[src/rtl/seq_dec_pkg.sv]
// Mode constants, legality check and decode helper shared by the registered line decoder.
package seq_dec_pkg;

  localparam int unsigned MODE_PULSE = 0;
  localparam int unsigned MODE_HOLD  = 1;
  localparam int unsigned MAX_SEL_W  = 8;
  localparam int unsigned MAX_LINES  = 1 << MAX_SEL_W;

  // Bit 0 carries oor, bits [n:1] the lines; everything above n is zero.
  typedef logic [MAX_LINES+1:0] dec_vec_t;

  function automatic bit params_ok(input int unsigned sel_w, input int unsigned num_out,
                                   input int unsigned hold_mode, input int unsigned cnt_w);
    return (sel_w >= 1) && (sel_w <= MAX_SEL_W) && (num_out >= 2) &&
           (num_out <= (32'd1 << sel_w)) && (hold_mode <= MODE_HOLD) && (cnt_w >= 1);
  endfunction

  function automatic dec_vec_t onehot_dec(input int unsigned sel, input int unsigned n,
                                          input logic active_low);
    dec_vec_t mask;
    dec_vec_t hot;
    dec_vec_t lines;
    mask  = (dec_vec_t'(1) << n) - dec_vec_t'(1);
    hot   = (sel < n) ? (dec_vec_t'(1) << sel) : '0;
    lines = active_low ? (mask & ~hot) : hot;
    return {lines[MAX_LINES:0], (sel >= n)};
  endfunction

endpackage

[src/rtl/seq_line_decoder_if.sv]
// Code-word stream in, decoded line stream out, plus error-counter access.
interface seq_line_decoder_if #(
  parameter int unsigned SEL_W   = 4,
  parameter int unsigned NUM_OUT = 10,
  parameter int unsigned CNT_W   = 8
);
  logic               in_valid;
  logic               in_ready;
  logic [SEL_W-1:0]   in_sel;
  logic               out_valid;
  logic               out_ready;
  logic [NUM_OUT-1:0] out_lines;
  logic               out_oor;
  logic [CNT_W-1:0]   err_cnt;
  logic               clr_err;

  modport master (
    output in_valid, in_sel, out_ready, clr_err,
    input  in_ready, out_valid, out_lines, out_oor, err_cnt
  );

  modport slave (
    input  in_valid, in_sel, out_ready, clr_err,
    output in_ready, out_valid, out_lines, out_oor, err_cnt
  );
endinterface

[src/rtl/dec_skid_buf.sv]
// Two-entry valid/ready queue; head data, valid and ready all come straight from flops.
module dec_skid_buf #(
  parameter int unsigned W            = 2,
  parameter logic [W-1:0] IdleVal     = '0,
  parameter bit           ClearOnEmpty = 1'b1
) (
  input  logic         clk_i,
  input  logic         rst_ni,
  input  logic         in_valid_i,
  output logic         in_ready_o,
  input  logic [W-1:0] in_data_i,
  output logic         out_valid_o,
  input  logic         out_ready_i,
  output logic [W-1:0] out_data_o
);

  logic [W-1:0] hd_d, hd_q, tl_d, tl_q;
  logic         hv_d, hv_q, tv_d, tv_q;
  logic         rdy_d, rdy_q;
  logic         push, pop;

  assign push = in_valid_i & rdy_q;
  assign pop  = hv_q & out_ready_i;

  always_comb begin
    hd_d = hd_q;
    tl_d = tl_q;
    hv_d = hv_q;
    tv_d = tv_q;
    if (pop) begin
      if (tv_q) begin
        // Full queue: rdy_q is low, so no push can coincide here.
        hd_d = tl_q;
        tv_d = 1'b0;
      end else if (push) begin
        hd_d = in_data_i;
      end else begin
        hv_d = 1'b0;
        hd_d = ClearOnEmpty ? IdleVal : hd_q;
      end
    end else if (push) begin
      if (hv_q) begin
        tl_d = in_data_i;
        tv_d = 1'b1;
      end else begin
        hd_d = in_data_i;
        hv_d = 1'b1;
      end
    end
    rdy_d = ~tv_d;
  end

  always_ff @(posedge clk_i or negedge rst_ni) begin
    if (!rst_ni) begin
      hd_q  <= IdleVal;
      tl_q  <= IdleVal;
      hv_q  <= 1'b0;
      tv_q  <= 1'b0;
      rdy_q <= 1'b0;
    end else begin
      hd_q  <= hd_d;
      tl_q  <= tl_d;
      hv_q  <= hv_d;
      tv_q  <= tv_d;
      rdy_q <= rdy_d;
    end
  end

  assign in_ready_o  = rdy_q;
  assign out_valid_o = hv_q;
  assign out_data_o  = hd_q;

endmodule

[src/rtl/seq_line_decoder.sv]
// Registered N-to-M line decoder: decode at push, 2-entry skid queue, saturating oor counter.
module seq_line_decoder
  import seq_dec_pkg::*;
#(
  parameter int unsigned SEL_W      = 4,
  parameter int unsigned NUM_OUT    = 10,
  parameter bit          ACTIVE_LOW = 1'b1,
  parameter int unsigned HOLD_MODE  = MODE_PULSE,
  parameter int unsigned CNT_W      = 8
) (
  input logic               clk,
  input logic               rst_n,
  seq_line_decoder_if.slave bus
);

  localparam int unsigned      W         = NUM_OUT + 1;
  localparam logic [W-1:0]     IdleEntry = {{NUM_OUT{ACTIVE_LOW}}, 1'b0};
  localparam logic [CNT_W-1:0] CntMax    = '1;

  if (!params_ok(SEL_W, NUM_OUT, HOLD_MODE, CNT_W)) begin : gen_bad_params
    $error("seq_line_decoder: illegal parameter set");
  end

  dec_vec_t         dec_full;
  logic [W-1:0]     entry;
  logic [W-1:0]     head;
  logic             unused_dec;
  logic             push;
  logic [CNT_W-1:0] err_d, err_q;

  assign dec_full   = onehot_dec(32'(bus.in_sel), NUM_OUT, ACTIVE_LOW);
  assign entry      = dec_full[W-1:0];
  assign unused_dec = ^dec_full[MAX_LINES+1:W];
  assign push       = bus.in_valid & bus.in_ready;

  // PULSE mode reloads the idle entry on empty; HOLD keeps the last popped entry.
  dec_skid_buf #(
    .W            (W),
    .IdleVal      (IdleEntry),
    .ClearOnEmpty (HOLD_MODE == MODE_PULSE)
  ) u_skid (
    .clk_i       (clk),
    .rst_ni      (rst_n),
    .in_valid_i  (bus.in_valid),
    .in_ready_o  (bus.in_ready),
    .in_data_i   (entry),
    .out_valid_o (bus.out_valid),
    .out_ready_i (bus.out_ready),
    .out_data_o  (head)
  );

  assign bus.out_lines = head[W-1:1];
  assign bus.out_oor   = head[0];

  always_comb begin
    err_d = err_q;
    if (bus.clr_err) begin
      err_d = '0;
    end else if (push && entry[0] && (err_q != CntMax)) begin
      err_d = err_q + 1'b1;
    end
  end

  always_ff @(posedge clk or negedge rst_n) begin
    if (!rst_n) begin
      err_q <= '0;
    end else begin
      err_q <= err_d;
    end
  end

  assign bus.err_cnt = err_q;

endmodule

[src/flat_wrapper.sv]
// flat-port wrapper written by rule: the top's interface ports become plain ports
module seq_line_decoder_flat import seq_dec_pkg::*;
#(
  parameter int unsigned SEL_W      = 4,
  parameter int unsigned NUM_OUT    = 10,
  parameter bit          ACTIVE_LOW = 1'b1,
  parameter int unsigned HOLD_MODE  = MODE_PULSE,
  parameter int unsigned CNT_W      = 8
)
  (clk, rst_n, bus_in_valid, bus_in_sel, bus_out_ready, bus_clr_err, bus_in_ready, bus_out_valid, bus_out_lines, bus_out_oor, bus_err_cnt);
  seq_line_decoder_if #(.SEL_W(SEL_W), .NUM_OUT(NUM_OUT), .CNT_W(CNT_W)) bus_i ();
  input logic clk;
  input logic rst_n;
  input wire logic [$bits(bus_i.in_valid)-1:0] bus_in_valid;
  input wire logic [$bits(bus_i.in_sel)-1:0] bus_in_sel;
  input wire logic [$bits(bus_i.out_ready)-1:0] bus_out_ready;
  input wire logic [$bits(bus_i.clr_err)-1:0] bus_clr_err;
  output wire logic [$bits(bus_i.in_ready)-1:0] bus_in_ready;
  output wire logic [$bits(bus_i.out_valid)-1:0] bus_out_valid;
  output wire logic [$bits(bus_i.out_lines)-1:0] bus_out_lines;
  output wire logic [$bits(bus_i.out_oor)-1:0] bus_out_oor;
  output wire logic [$bits(bus_i.err_cnt)-1:0] bus_err_cnt;
  assign bus_i.in_valid = bus_in_valid;
  assign bus_i.in_sel = bus_in_sel;
  assign bus_i.out_ready = bus_out_ready;
  assign bus_i.clr_err = bus_clr_err;
  assign bus_in_ready = bus_i.in_ready;
  assign bus_out_valid = bus_i.out_valid;
  assign bus_out_lines = bus_i.out_lines;
  assign bus_out_oor = bus_i.out_oor;
  assign bus_err_cnt = bus_i.err_cnt;
  seq_line_decoder #(.SEL_W(SEL_W), .NUM_OUT(NUM_OUT), .ACTIVE_LOW(ACTIVE_LOW), .HOLD_MODE(HOLD_MODE), .CNT_W(CNT_W)) u_core (.clk(clk), .rst_n(rst_n), .bus(bus_i));
endmodule
[config.mk]
export PLATFORM = sky130hd
export DESIGN_NAME = seq_line_decoder_flat
export DESIGN_NICKNAME = d
export VERILOG_FILES = /design/src/rtl/seq_dec_pkg.sv /design/src/rtl/seq_line_decoder_if.sv /design/src/rtl/dec_skid_buf.sv /design/src/rtl/seq_line_decoder.sv /design/src/flat_wrapper.sv
export SDC_FILE = /design/constraint.sdc
export NUM_CORES = 1
export LEC_CHECK = 0
export ABC_CLOCK_PERIOD_IN_PS = 2100
export BUFFER_PORTS_ARGS = -buffer_cell sky130_fd_sc_hd__clkbuf_2
export CORE_MARGIN = 8
export CORE_UTILIZATION = 54
export CTS_CLUSTER_DIAMETER = 60
export DETAILED_ROUTE_END_ITERATION = 10
export PLACE_DENSITY = 0.76
export SYNTH_ARGS = -nofsm -noshare
export SYNTH_HDL_FRONTEND = slang
export SYNTH_SLANG_ARGS = --single-unit
[constraint.sdc]
create_clock -name clk -period 2.1 [get_ports clk]
set_clock_uncertainty 0.2 [all_clocks]
set_input_delay 0.315 -clock clk [delete_from_list [all_inputs] [get_ports clk]]
set_output_delay 0.315 -clock clk [all_outputs]
set_load 0.03 [all_outputs]
==> summary.txt <==
Timing
  – Period Utilization, post-route: 0.943
  – Slew HR: 0.473
  – Slew Viols, Final: 0
  – Setup ws final: between 0.1 and 0.15 ns
  – Fmax: 505 MHz
  – Setup_tns: 0 ns
  – Clock period minus final worst setup slack: 1.98 ns
  – Tightest Pin Transition: 0.790 ns
  – Final Hold Fails: 0
  – WHS: 0.0400 ns
  – Final Setup Violations: 0
  – RSZ-0062 raised after global routing: false

Global routing
  – Vias in the first global route: 1297
  – GRT overflow: 0
  – Global-route wire length before repair: roughly 6000 um
  – Largest net degree at the start of global routing: 34
  – Global-route usage over all layers: 0.149
  – Initial antenna violation count: 0

Clocking
  – Clk sinks: 33
  – CTS Buf Count: 5
  – Max Root-Sink Buffers: 2
  – H-tree Lvls: 2
  – CTS tree: yes
  – CTS resizes: 0
  – Clock slew at reported path FFs: about 0.10 ns
  – Worst skew pair latency: 0.34 ns
  – Clk Tree Root Cell: clkbuf_4

Placement
  – DP Worst Slack: 0.137 ns
  – GPL Wtd Cong: 0.858
  – Post-detail-place hpwl: 2530 um
  – Placed Area: 0.00176 sq mm
  – Number of port buffers: 29

Flow run
  – Max Cap Viol: 0

Power and ir drop
  – PD cells: 1200 mW/mm^2
  – LEAKAGE: approximately 0.80 nW
  – Worst VDD drop: 0.000626 V

Synth
  – Syn. warnings: 0
  – Average size of a mapped cell: 10.1 sq um
  – Library cells used by synthesis: 39
  – Most used DFF post-synth: dfstp_2
  – Syn nets: 169
  – Asr flop ratio synth: 1.00
  – Share of the synthesized area in the top cell type: 0.326
  – Post-Syn Area: 0.00161 sq mm
  – Synth area leader: dfstp_2
  – Cell count after synthesis: approximately 160
  – Number of synthesized register bits: 33
  – Number of synthesized flops with an enable pin: 0
  – Largest cells by area after synthesis: dfstp_2 (33%), dfrtp_1 (20%), nor2_1 (4.4%)
  – Sequential area share after synthesis: 0.528

Detailed routing
  – Wire length per cell: 15.6 um
  – Residual DRC: 0
  – Vias: 1346
  – Wirelength, routed: 3500 um
  – DR iter-0 viols: 65
  – Post-DRT Antenna Nets: 0
  – Avg Vias per Cell: 6.01
  – DRT Pass-1 Iters: 4

Hold path
  – Hold Crit Start: bus_in_sel[0]
  – Hold Path Depth: 2
  – HP Class: input port to register
  – Hold Path End: u_core.u_skid.tl_q[8]

Critical path
  – Flop-to-flop setup slack: about 0.12 ns
  – R2R cell count: 4
  – Reg2reg start: u_core.bus.err_cnt[2]
  – Crit start category: register
  – Critical Path Fanout Max: 7
  – Crit end category: register
  – Worst EP arrival: 2.05 ns
  – CP required: 2.17 ns
  – Reg-to-reg endpoint: u_core.bus.err_cnt[5]
  – Critical path class: register to register

Finish
  – Area grow syn2layout: 13.4%
  – Layout cells sized above 1: 0.340
  – Filler instances: 271
  – Nets: 200
  – Antenna Cells: 0
  – Post-route cell area: 0.00183 sq mm

Die
  – Initial Utilization: 0.545
  – Die ar.: 0.00499 sq mm
  – I/O Pins: 30
  – DIE HEIGHT: 70.6 um
  – Die outline width: slightly above 70 um
  – Cell Rows: 20
  – Core Region: 0.00295 sq mm

Status
  – Run status: completed
-- state kept, by name, indices dropped and copies added, names as in the netlist --
register and flops:
u_core.u_skid.tv_q 1, u_core.u_skid.out_valid_o 1, u_core.u_skid.tl_q 11, u_core.u_skid.out_data_o 11, u_core.bus.err_cnt 8, u_core.u_skid.in_ready_o 1
-- stage by stage --
step,power [mW],utilization,std cells
global route,2.34,0.618,224
detailed placement,1.88,0.597,215
floorplan,1.65,-,159
global placement,1.85,0.597,215
CTS,2.22,0.618,224
finish,2.20,0.618,224
-- cell families (layout without fill, tap and decap cells) --
logic type | count (synthesis) | count (layout) | synth area share
flip-flops | 33 | 33 | 0.528
AO/OA/AOI/OAI | 53 | 53 | 0.233
adder cells (fa/ha/maj) | 1 | 1 | 0.00777
buffers and inverters | 14 | 46 | 0.0458
AND/OR/NAND/NOR | 55 | 55 | 0.166
XOR/XNOR | 1 | 1 | 0.00544
multiplexers | 2 | 2 | 0.0132
-- cell type report --
class,instances,area (sq um),area share
clock buffers,6,41.3,0.0226
clock inverters,2,10.0,0.00548
inverters,5,18.8,0.0103
multi-input cells,112,686,0.376
flip-flops and latches,33,851,0.466
well taps,33,41.3,0.0226
repair buffers,33,178,0.0973
-- layer usage --
layer	GRT usage	vias to the layer above	wire length, um	part of all wire
met5	0	-	0	0
met3	0.0452	7	209	0.060
li1	-	651	-	-
met4	0.0693	0	69	0.020
met2	0.252	43	1700	0.49
met1	0.167	645	1520	0.44
-- synth_stat cells, types with 2 or more instances --
library cell / count
dfrtp_1: 13
a31oi_1: 6
nand2_1: 15
o21ai_0: 13
nor2_1: 19
inv_1: 5
a311oi_1: 4
a41oi_1: 2
nand3_1: 5
nor2b_1: 3
a21o_1: 2
o31ai_1: 3
and3_1: 5
dfstp_2: 20
a21oi_1: 7
o211ai_1: 3
clkbuf_1: 5
o2bb2ai_1: 8
-- placed cells by master, fill, tap and decap left out, types with 2 or more instances in the layout --
master	count
clkbuf_2	29
dfstp_2	20
nor2_1	19
nand2_1	15
o21ai_0	13
dfrtp_1	13
o2bb2ai_1	8
a21oi_1	7
a31oi_1	6
and3_1	5
inv_1	5
nand3_1	5
clkbuf_4	5
a311oi_1	4
nor2b_1	3
o31ai_1	3
o211ai_1	3
buf_4	3
a21o_1	2
a41oi_1	2
clkinv_2	2
-- repair_timing --
item,in CTS,in global routing
hold buffers,1,0
buffers inserted,0,0
hold endpoints to repair,13,0
-- where the power goes --
part / internal [mW] / switching [mW] / total [mW]
sequential: 0.925 / 0.139 / 1.06
combinational: 0.243 / 0.554 / 0.797
clock: 0.127 / 0.209 / 0.336
-- worst max path at each step --
stage | startpoint | endpoint | slack [ns] | cells after the start
final | u_core.bus.err_cnt[2] | u_core.bus.err_cnt[5] | 0.12 | 4
after global routing | u_core.bus.err_cnt[2] | u_core.bus.err_cnt[5] | 0.08 | 4
after global placement | bus_in_sel[1] | u_core.bus.err_cnt[5] | 0.23 | 5
after floorplan | u_core.bus.err_cnt[2] | u_core.bus.err_cnt[5] | 0.10 | 4
after detailed placement | u_core.bus.err_cnt[2] | u_core.bus.err_cnt[5] | 0.14 | 4
after CTS | u_core.bus.err_cnt[2] | u_core.bus.err_cnt[5] | 0.14 | 4
-- worst max-delay path: stages, from the launching register on --
cell     delay (ns)
dfrtp_1        0.46
and4_4         0.25
a41o_2         0.33
or4_1          0.52
a21oi_1        0.15
Note: power is estimated with default switching activity, not from simulation.
